## config.mk

```make
export PLATFORM = sky130hd
export DESIGN_NAME = text_console_writer
export DESIGN_NICKNAME = d
export VERILOG_FILES = /design/src/rtl/text_console_writer.sv
export SDC_FILE = /design/constraint.sdc
export NUM_CORES = 1
export LEC_CHECK = 0
export ABC_CLOCK_PERIOD_IN_PS = 8650
export CORE_MARGIN = 10
export CORE_UTILIZATION = 35
export CTS_BUF_LIST = sky130_fd_sc_hd__clkbuf_8 sky130_fd_sc_hd__clkbuf_16
export DETAILED_ROUTE_END_ITERATION = 7
export PLACE_DENSITY_LB_ADDON = 0.08
export RECOVER_POWER = 100
export SLEW_MARGIN = 20
export SYNTH_ARGS = -nofsm -noshare
export SYNTH_HDL_FRONTEND = slang
export SYNTH_SLANG_ARGS = --single-unit
```

## constraint.sdc

```tcl
create_clock -name CLK -period 8.65 [get_ports CLK]
set_input_delay 2.1625 -clock CLK [delete_from_list [all_inputs] [get_ports CLK]]
set_output_delay 2.1625 -clock CLK [all_outputs]
set_load 0.01 [all_outputs]
```

## src/rtl/text_console_writer.sv

```systemverilog
// Character-stream front end for the VGA text VRAM: turns glyph/control bytes into
// Avalon-MM cell writes, tracks the cursor and performs row/screen clears.
module text_console_writer #(
  parameter int          COLS       = 80,
  parameter int          ROWS       = 30,
  parameter logic [11:0] BASE_ADDR  = 12'h000,
  parameter logic [7:0]  CLEAR_ATTR = 8'h10
) (
  input  logic        CLK,
  input  logic        RESET,
  input  logic        CHAR_VALID,
  output logic        CHAR_READY,
  input  logic [7:0]  CHAR_DATA,
  input  logic [7:0]  ATTR,
  output logic        M_WRITE,
  output logic [11:0] M_ADDR,
  output logic [3:0]  M_BYTE_EN,
  output logic [31:0] M_WRITEDATA,
  input  logic        M_WAITREQUEST,
  output logic [6:0]  CURSOR_COL,
  output logic [4:0]  CURSOR_ROW,
  output logic        BUSY
);

  localparam logic [31:0] CLR_WORD     = {8'h20, CLEAR_ATTR, 8'h20, CLEAR_ATTR};
  localparam logic [11:0] ROW_WORDS    = 12'(COLS / 2);
  localparam logic [11:0] SCREEN_WORDS = 12'(ROWS * COLS / 2);
  localparam logic [6:0]  LAST_COL     = 7'(COLS - 1);
  localparam logic [4:0]  LAST_ROW     = 5'(ROWS - 1);

  typedef enum logic [1:0] {IDLE, WR_CHAR, CLR_ROW, CLR_SCREEN} state_t;

  state_t      state_q;
  logic        wr_q;
  logic [11:0] addr_q;
  logic [3:0]  be_q;
  logic [31:0] data_q;
  logic [6:0]  col_q;
  logic [4:0]  row_q;
  logic [11:0] cnt_q;
  logic        bs_q;

  logic [6:0]  prev_col_d;
  logic [4:0]  next_row_d;
  logic [11:0] clr_last_d;

  function automatic logic [11:0] row_base(input logic [4:0] row);
    return BASE_ADDR + 12'(row) * ROW_WORDS;
  endfunction

  function automatic logic [11:0] cell_addr(input logic [4:0] row, input logic [6:0] col);
    return row_base(row) + 12'(col >> 1);
  endfunction

  function automatic logic [31:0] cell_data(input logic [6:0] col, input logic [7:0] code,
                                            input logic [7:0] attr);
    return col[0] ? {code, attr, 16'h0000} : {16'h0000, code, attr};
  endfunction

  function automatic logic [3:0] cell_be(input logic [6:0] col);
    return col[0] ? 4'b1100 : 4'b0011;
  endfunction

  assign prev_col_d = col_q - 7'd1;
  assign next_row_d = (row_q == LAST_ROW) ? 5'd0 : row_q + 5'd1;
  assign clr_last_d = ((state_q == CLR_ROW) ? ROW_WORDS : SCREEN_WORDS) - 12'd1;

  always_ff @(posedge CLK or posedge RESET) begin
    if (RESET) begin
      // Power-up lands in CLR_SCREEN with no request yet; the first edge starts the clear.
      state_q <= CLR_SCREEN;
      wr_q    <= 1'b0;
      addr_q  <= BASE_ADDR;
      be_q    <= 4'h0;
      data_q  <= 32'h0;
      col_q   <= 7'd0;
      row_q   <= 5'd0;
      cnt_q   <= 12'd0;
      bs_q    <= 1'b0;
    end else begin
      case (state_q)
        IDLE: begin
          if (CHAR_VALID) begin
            if (!CHAR_DATA[7] && CHAR_DATA[6:0] == 7'h0D) begin
              col_q <= 7'd0;
            end else if (!CHAR_DATA[7] && CHAR_DATA[6:0] == 7'h0A) begin
              col_q   <= 7'd0;
              row_q   <= next_row_d;
              state_q <= CLR_ROW;
              wr_q    <= 1'b1;
              addr_q  <= row_base(next_row_d);
              data_q  <= CLR_WORD;
              be_q    <= 4'hF;
              cnt_q   <= 12'd0;
            end else if (!CHAR_DATA[7] && CHAR_DATA[6:0] == 7'h08) begin
              if (col_q != 7'd0) begin
                col_q   <= prev_col_d;
                state_q <= WR_CHAR;
                wr_q    <= 1'b1;
                bs_q    <= 1'b1;
                addr_q  <= cell_addr(row_q, prev_col_d);
                data_q  <= cell_data(prev_col_d, 8'h20, ATTR);
                be_q    <= cell_be(prev_col_d);
              end
            end else if (!CHAR_DATA[7] && CHAR_DATA[6:0] == 7'h0C) begin
              col_q   <= 7'd0;
              row_q   <= 5'd0;
              state_q <= CLR_SCREEN;
              wr_q    <= 1'b1;
              addr_q  <= BASE_ADDR;
              data_q  <= CLR_WORD;
              be_q    <= 4'hF;
              cnt_q   <= 12'd0;
            end else begin
              state_q <= WR_CHAR;
              wr_q    <= 1'b1;
              bs_q    <= 1'b0;
              addr_q  <= cell_addr(row_q, col_q);
              data_q  <= cell_data(col_q, CHAR_DATA, ATTR);
              be_q    <= cell_be(col_q);
            end
          end
        end
        WR_CHAR: begin
          if (!M_WAITREQUEST) begin
            wr_q    <= 1'b0;
            state_q <= IDLE;
            if (!bs_q) begin
              if (col_q == LAST_COL) begin
                // Wrapping into a new row clears it straight away.
                col_q   <= 7'd0;
                row_q   <= next_row_d;
                state_q <= CLR_ROW;
                wr_q    <= 1'b1;
                addr_q  <= row_base(next_row_d);
                data_q  <= CLR_WORD;
                be_q    <= 4'hF;
                cnt_q   <= 12'd0;
              end else begin
                col_q <= col_q + 7'd1;
              end
            end
          end
        end
        default: begin
          if (!wr_q) begin
            wr_q   <= 1'b1;
            addr_q <= BASE_ADDR;
            data_q <= CLR_WORD;
            be_q   <= 4'hF;
            cnt_q  <= 12'd0;
          end else if (!M_WAITREQUEST) begin
            if (cnt_q == clr_last_d) begin
              wr_q    <= 1'b0;
              state_q <= IDLE;
            end else begin
              cnt_q  <= cnt_q + 12'd1;
              addr_q <= addr_q + 12'd1;
            end
          end
        end
      endcase
    end
  end

  assign CHAR_READY  = (state_q == IDLE);
  assign BUSY        = (state_q != IDLE);
  assign M_WRITE     = wr_q;
  assign M_ADDR      = addr_q;
  assign M_BYTE_EN   = be_q;
  assign M_WRITEDATA = data_q;
  assign CURSOR_COL  = col_q;
  assign CURSOR_ROW  = row_q;

endmodule

```

==> reports/metrics.cfg, run 1 <==
[synthesis]
synth-seq-cells = 74
synth_cells = 586
ys_types = 69
synth_area_mm2 = 0.005077
synth_largest_area_cell = dfrtp_1
synth_seq_area_share_pct = 36.52
synth-edff-count = 0
synth_flop_cell = dfrtp_1
yosysMostFrequentCell = nand2_1
ys_top_cells_by_count = nand2_1 (83), dfrtp_1 (72), o21ai_0 (45), nor2_1 (36), a21oi_1 (27)
ys_warn_count = 0
synth_area_leaders = dfrtp_1 (35%), ha_1 (6.2%), nand2_1 (6.1%)
syn_avg_cell_area_um2 = 8.664
async_flop_share_pct = 100.0
syn_nets = 635
synth_top_area_share_pct = 35.49

[clock_network]
root_buffer = clkbuf_16
ctsResizeCount = 0
cts_tree = built
cts_buffer_depth = 2
clock_latency_ps = 350
cts-htree-levels = 3
cts_num_sinks = 74
cts_setup_buffers = 0
cts_inserted_buffers = 9
clk_pin_slew_ps = 60
hold_buffers = 0

[timing]
fin_skew_ps = 5.509
fin_tns_setup_ps = 0
period_share_pct = 69.83
hold_violations = 0
fin_crit_ps = 6040
fmax_mhz = 165.6
worst_slack_ps = 2610
relSlewSlack_pct = -174.5
grt_setup_unrepaired = no
drv_slew = 100
worstMarginPinSlew_ps = 4117
finalSetupViolCount = 0

[setup_path]
reg2reg_slack_ps = 4590
required_ps = 8140
path_max_fanout = 74
worstPathArrival_ps = 5530
worst_setup_path_start_kind = input port
reg2regPathDepth = 7
r2r-start = state_q[1]
endpoint = CURSOR_ROW[0]
crit_start = RESET
end_kind = asynchronous set/reset pin
rr_endpoint = CURSOR_COL[4]
crit_type = in2async

[grt]
grt_max_degree = 75
grt_pass1_wl_um = 24970
grt-ovfl-total = 0
antenna_found_initial = 0
grt_pass1_vias = 4503
grt_use_total_pct = 15.39

[placed_design]
port_buffers = 82
dp.cells = 816
hpwl_um = 11220
dp_worst_setup_slack_ps = 3135
gp_congestion = 0.9042

[cells_and_area]
finalNonFillerCells = 832
fin_nets = 696
area_growth_syn_to_layout_pct = 22.45
n_fill_cell = 1373
final_layout_size_suffix_gt1_share_pct = 5.368
diodes = 0

[die]
die_area_mm2 = 0.01972
row_count = 43
core_area_mm2 = 0.01404
die_y_um = 140.4
die_w_um = 140.4
io_pins = 83
start_util_pct = 36.16

[hold_path]
hp-class = reg2reg

[drt]
drtIter0Drc = 309
postRouteAntennaNets = 0
drc = 0
vias = 4560
via_per_inst = 5.481
avgRoutedWirePerCell_um = 18.19
wirelength_um = 15130
drt_first_pass_iters = 4

[power]
power_density_mw_per_mm2 = 290.3
power.leakage_uw = 0.002794
power_uw = 1805
ir_drop_uv = 131.6

[run_status]
violations = max-capacitance violations, max-slew violations
status = complete, but fails checks

[job]
max_cap_viol_count = 2

[through the flow]
stage | cell area (um2) | hold WS (ps) | util [%]
2_1_floorplan | 5077 | 443.7 | -
3_3_place_gp | 5977 | 463.4 | 42.56
3_5_place_dp | 5977 | 466.4 | 42.56
4_1_cts | 6271 | 479.7 | 44.66
5_1_grt | 6217 | 496.8 | 44.28
6_report | 6217 | 467.1 | 44.28
[cells in the final DEF, fill, tap and decap left out, drive strengths merged, types with 20 or more instances in the layout]
cell type and instances:
nand2 83, nor2 37, ha 25, inv 26
dlygate4sd3 62, dfrtp 72, clkdlybuf4s50 20, nand3 22
a21oi 27, o21ai 48
[worst min path at each step]
| stage | start | to | slack [ps] | cells past startpoint |
|---|---|---|---|---|
| 2_1_floorplan | cnt_q[11] | cnt_q[11] | 440 | 1 |
| 3_3_place_gp | M_WRITEDATA[12] | M_WRITEDATA[12] | 460 | 2 |
| 3_5_place_dp | M_WRITEDATA[3] | M_WRITEDATA[3] | 470 | 2 |
| 4_1_cts | M_WRITEDATA[3] | M_WRITEDATA[3] | 480 | 2 |
| 5_1_grt | M_WRITEDATA[3] | M_WRITEDATA[3] | 500 | 2 |
| 6_report | M_WRITEDATA[21] | M_WRITEDATA[21] | 470 | 2 |
[cells by family (layout without fill, tap and decap cells)]
| kind of cell | count (synthesis) | after routing | share of synthesized area, % |
|---|---|---|---|
| AND/OR/NAND/NOR | 214 | 214 | 20.68 |
| flip-flops | 74 | 74 | 36.52 |
| multiplexers | 13 | 13 | 2.735 |
| AO/OA/AOI/OAI | 174 | 174 | 23.41 |
| adder cells (fa/ha/maj) | 29 | 29 | 7.738 |
| XOR/XNOR | 19 | 19 | 3.277 |
| buffers and inverters | 63 | 129 | 5.643 |
[state kept, by name (all words and copies together), names as in the netlist]
signal       count
M_BYTE_EN        2
CURSOR_COL       7
M_ADDR          12
M_WRITEDATA     32
M_WRITE          1
cnt_q           12
CURSOR_ROW       5
bs_q             1
state_q          2
[final cells by class]
cell class | count | area [um2] | area share [%]
Clock inverter | 7 | 68.82 | 1.107
Sequential cell | 74 | 1854 | 29.82
Inverter | 26 | 97.59 | 1.570
Multi-Input combinational cell | 449 | 2899 | 46.63
Clock buffer | 9 | 225.2 | 3.622
Timing Repair Buffer | 87 | 847.1 | 13.62
Tap cell | 180 | 225.2 | 3.622
[power breakdown]
group / internal, uW / total, uW / leakage [uW] / switching [uW]
registers: 451 / 565 / 0.000975 / 114
logic: 348 / 862 / 0.00167 / 514
clock network: 223 / 378 / 0.000147 / 156
total: 1020 / 1810 / 0.00279 / 784
[worst max-delay path: stages]
cell	delay [ps]
clkdlybuf4s50_1	400
clkinv_1	40
clkbuf_1	2880
[layer usage]
layer  GRT usage, %  up-vias  part of all wire, %
li1               -     2241                    -
met1          20.52     2199                   48
met2          23.74      102                   46
met3          3.922       18                  5.2
met4          4.783        0                  1.5
met5              0        -                    0
No activity file was read; power rests on OpenSTA's default activity.
==> run 2, diff against run 1 <==
- ABC_CLOCK_PERIOD_IN_PS: 8650 -> 6200
- clock period: 8.65 -> 6.2 ns (I/O delays scaled with it)
==> reports/metrics.cfg, run 2 (synthesized netlist as in run 1, its figures left out) <==
[clock_network]
cts_buffer_depth = 2
hold_buffers = 0
root_buffer = clkbuf_16
cts_inserted_buffers = 9
cts-htree-levels = 3
cts_setup_buffers = 0
cts_tree = built
clock_latency_ps = 350
cts_num_sinks = 74
ctsResizeCount = 0
clk_pin_slew_ps = 60

[power]
power_density_mw_per_mm2 = 402.5
ir_drop_uv = 137.8
power.leakage_uw = 0.002804

[setup_path]
reg2reg_slack_ps = 2100
crit_top_cell = o21ai_0
crit_type = in2reg
cp_cell_sequence = dlygate4sd3_1, or4_1, o41ai_2, o21ai_0, a221oi_1, o21ai_0, a22o_1
path_max_fanout = 14
rr_endpoint = CURSOR_COL[4]
end_kind = flip-flop
worst_path_max_delay_cell = a221oi_1
worstPathArrival_ps = 5590
worst_setup_path_start_kind = input port
r2r-start = state_q[1]
reg2regPathDepth = 7
slowest_delay_ps = 1340
required_ps = 6430

[run_status]
violations = max-capacitance violations, max-slew violations
status = complete, but fails checks

[grt]
grt_use_total_pct = 15.39
antenna_found_initial = 0
grt_max_degree = 57
grt_pass1_wl_um = 24970
grt-ovfl-total = 0
grt_pass1_vias = 4588

[drt]
drtIter0Drc = 324
vias = 4569
drc = 0
drt_first_pass_iters = 4
avgRoutedWirePerCell_um = 18.38
postRouteAntennaNets = 0
via_per_inst = 5.498
wirelength_um = 15280

[timing]
grt_setup_unrepaired = no
worstMarginPinSlew_ps = 1995
relSlewSlack_pct = -33.02
hold_violations = 0
fin_tns_setup_ps = 0
whs_ps = 472.0
finalSetupViolCount = 0
drv_slew = 102
fin_skew_ps = 9.385
fin_crit_ps = 5356
fmax_mhz = 186.7
period_share_pct = 86.39

[placed_design]
gp_congestion = 0.9092
hpwl_um = 11500
port_buffers = 82

[cells_and_area]
final_layout_size_suffix_gt1_share_pct = 5.223
area_growth_syn_to_layout_pct = 22.28
n_fill_cell = 1418
fin_nets = 695
diodes = 0
final_cell_mix = nand2_1 (83), dfrtp_1 (72), dlygate4sd3_1 (63), o21ai_0 (48), nor2_1 (37)
final_common_cell = nand2_1
largest_reg_flops = 32

[hold_path]
worstHoldPathCells = 2
hold_end = M_WRITEDATA[22]
hp-class = reg2reg
min_from = M_WRITEDATA[22]

[die]
die_y_um = 140.4
die_area_mm2 = 0.01972
start_util_pct = 36.16
row_count = 43
io_pins = 83
die_w_um = 140.4
core_area_mm2 = 0.01404

[job]
max_cap_viol_count = 3

## run 2: worst max-delay path, delay by kind of cell
family	cells	cell delay, ps
AO/OA/AOI/OAI	5	2700
buffers and inverters	1	600
AND/OR/NAND/NOR	1	740
## run 2: report_power, final
part / leakage, uW / internal, uW / total [uW] / switching (uW)
registers: 0.000975 / 629 / 789 / 160
clock network: 0.000152 / 309 / 520 / 211
logic: 0.00168 / 481 / 1190 / 710
## run 2: metrics by stage
step / util, % / setup WS, ps / area [um2] / std cells / power [uW]
after floorplan: - / 2484 / 5077 / 586 / 1559
after global placement: 42.51 / 1351 / 5969 / 815 / 2065
after detailed placement: 42.55 / 1254 / 5974 / 815 / 2080
after CTS: 44.61 / 1597 / 6265 / 831 / 2611
after global routing: 44.21 / 696.9 / 6208 / 831 / 2684
final: 44.21 / 843.5 / 6208 / 831 / 2499
## run 2: cell type report
cell class	instances	area, um2	area share, %
repair buffers	86	840.8	13.54
flip-flops and latches	74	1854	29.87
multi-input cells	449	2900	46.72
clock buffers	9	225.2	3.628
well taps	180	225.2	3.628
clock inverters	7	65.06	1.048
inverters	26	97.59	1.572
## run 2: worst max path at each step
stage / endpoint / slack [ps] / start
after global routing: CURSOR_COL[4] / 700 / CHAR_DATA[5]
after floorplan: CURSOR_ROW[0] / 2480 / CHAR_DATA[4]
final: CURSOR_COL[4] / 840 / CHAR_DATA[5]
after CTS: CURSOR_COL[4] / 1600 / CHAR_DATA[5]
after global placement: CURSOR_COL[4] / 1350 / CHAR_DATA[4]
after detailed placement: CURSOR_COL[4] / 1250 / CHAR_DATA[5]
## run 2: layer usage
metal | track usage (%) | vias up | wire length, um
met5 | 0 | - | 0
met4 | 4.239 | 0 | 176
met3 | 4.158 | 13 | 812
met2 | 24.48 | 104 | 7053
met1 | 19.98 | 2211 | 7235
li1 | - | 2241 | -
==> run 3, diff against run 2 <==
--- a/config.mk
+++ b/config.mk
@@ -11,4 +11,5 @@
 export CTS_BUF_LIST = sky130_fd_sc_hd__clkbuf_8 sky130_fd_sc_hd__clkbuf_16
 export DETAILED_ROUTE_END_ITERATION = 7
+export GPL_TIMING_DRIVEN = 0
 export PLACE_DENSITY_LB_ADDON = 0.08
 export RECOVER_POWER = 100
==> constraint.sdc (replaced) <==
create_clock -name CLK -period 6.2 [get_ports CLK]
set_input_delay 1.24 -clock CLK [delete_from_list [all_inputs] [get_ports CLK]]
set_output_delay 1.24 -clock CLK [all_outputs]
set_load 0.01 [all_outputs]
==> reports/metrics.cfg, run 3 (synthesized netlist as in run 1, its figures left out) <==
[run_status]
status = complete, but fails checks
violations = max-capacitance violations, max-slew violations

[power]
internal_power_uw = 1554
power_switching_uw = 1125
power_density_mw_per_mm2 = 419.0
sw_frac_of_total_pct = 42.00
power_frac_comb_pct = 48.2
p_clk_share_pct = 23.5
power.leakage_uw = 0.002869
seqPwrFrac_pct = 28.3
ir_drop_uv = 161.3

[placed_design]
dp.cells = 847
port_buffers = 80
gp_congestion = 0.9241
hpwl_um = 12070

[timing]
finalSetupViolCount = 0
period_share_pct = 79.77
worstMarginPinSlew_ps = 2167
drv_slew = 77
fin_skew_ps = 8.143
fin_crit_ps = 4946
relSlewSlack_pct = -44.48
grt_setup_unrepaired = no
fmax_mhz = 202.2
fin_tns_setup_ps = 0
hold_violations = 0

[cells_and_area]
area_growth_syn_to_layout_pct = 25.95
fin_nets = 727
final_cell_mix = nand2_1 (83), dfrtp_1 (72), dlygate4sd3_1 (65), o21ai_0 (45), nor2_1 (37)
largest_reg_flops = 32
n_fill_cell = 1404
diodes = 0
final_common_cell = nand2_1
finalNonFillerCells = 863
final_layout_size_suffix_gt1_share_pct = 6.003

[grt]
grt_max_degree = 42
grt-ovfl-total = 0
grt_use_total_pct = 16.12
grt_pass1_wl_um = 26200
antenna_found_initial = 0
grt_pass1_vias = 4858

[setup_path]
worstPathArrival_ps = 5210
cp_cell_sequence = dlygate4sd3_1, or4_1, clkbuf_1, o41ai_1, o21ai_1, a221oi_1, clkbuf_1, nor2_1, a31oi_1
crit_top_cell = clkbuf_1
reg2regPathDepth = 9
path_depth = 9
crit_type = in2reg
slowest_delay_ps = 880
path_max_fanout = 10
required_ps = 6460
worst_setup_path_start_kind = input port
path_delay_family = compound AO/OA/AOI/OAI gates
end_kind = flip-flop
worst-path-buf-inv = 3
worst_path_max_delay_cell = o41ai_1

[die]
core_area_mm2 = 0.01404
die_y_um = 140.4
die_area_mm2 = 0.01972
row_count = 43
die_w_um = 140.4
io_pins = 83
start_util_pct = 36.16

[clock_network]
cts-htree-levels = 3
clock_latency_ps = 340
cts_num_sinks = 74
clk_pin_slew_ps = 60
cts_tree = built
cts_setup_buffers = 0
cts_buffer_depth = 2
cts_inserted_buffers = 9
ctsResizeCount = 0
root_buffer = clkbuf_16
hold_buffers = 0

[hold_path]
hp-class = reg2reg
worstHoldPathCells = 2

[job]
max_cap_viol_count = 2

[drt]
drtIter0Drc = 319
wirelength_um = 15870
avgRoutedWirePerCell_um = 18.39
vias = 4816
via_per_inst = 5.581
postRouteAntennaNets = 0
drc = 0
drt_first_pass_iters = 5

-- run 3: cell types whose count changed in the layout (fill, tap and decap cells not counted), sizes merged, moves of 2 or more --
cell           delta
clkbuf           +31
buf               +5
clkdlybuf4s50     -4
clkinv            -3
bufinv            +2
dlygate4sd3       +2
inv               -2
-- run 3: final cells by class --
class,count,area [um2],share of cell area (%)
Buffer,37,150.1,2.348
Clock buffer,11,252.7,3.952
Clock inverter,5,107.6,1.683
Inverter,26,98.84,1.546
Multi-Input combinational cell,449,2902,45.37
Sequential cell,74,1854,29.00
Tap cell,180,225.2,3.522
Timing Repair Buffer,81,804.5,12.58
-- run 3: metrics by stage --
stage               total power (uW)  worst slack [ps]  hold WS, ps  instance area [um2]  utilization, %
floorplan                       1559              2794        443.7                 5077               -
global placement                2146              1698        463.0                 6103           43.46
detailed placement              2157              1930        465.6                 6126           43.62
CTS                             2802              2264        478.9                 6486           46.19
global route                    2876              1091        505.2                 6395           45.54
finish                          2679              1254        471.7                 6395           45.54
-- run 3: worst paths after layout --
kind	start	end	slack [ps]
setup / recovery	CHAR_DATA[4]	CURSOR_COL[6]	1250
hold / removal	M_WRITEDATA[5]	M_WRITEDATA[5]	470
setup reg to reg	state_q[1]	CURSOR_COL[6]	2830
hold reg to reg	M_WRITEDATA[5]	M_WRITEDATA[5]	470
max in group asynchronous	RESET	CURSOR_COL[2]	1850
min in group asynchronous	RESET	cnt_q[5]	1720
-- run 3: power groups by stage --
stage,clock (uW),combinational (uW),sequential (uW)
final,630,1290,758
after global routing,664,1430,784
after CTS,645,1390,765
after detailed placement,0,1380,773
after global placement,0,1380,770
after floorplan,0,761,798
-- run 3: layer usage --
layer	part of all wire [%]	vias up	track usage, %
met5	0	-	0
met4	1.5	0	4.239
met3	6.6	20	4.293
met2	45	141	25.47
met1	47	2347	21.18
li1	-	2308	-
-- run 3: tightest hold or removal path, delay by kind of cell (launching register included) --
| kind | cells | cell delay (ps) |
|---|---|---|
| flops | 1 | 340 |
| simple gates | 1 | 50 |
| compound gates | 1 | 50 |
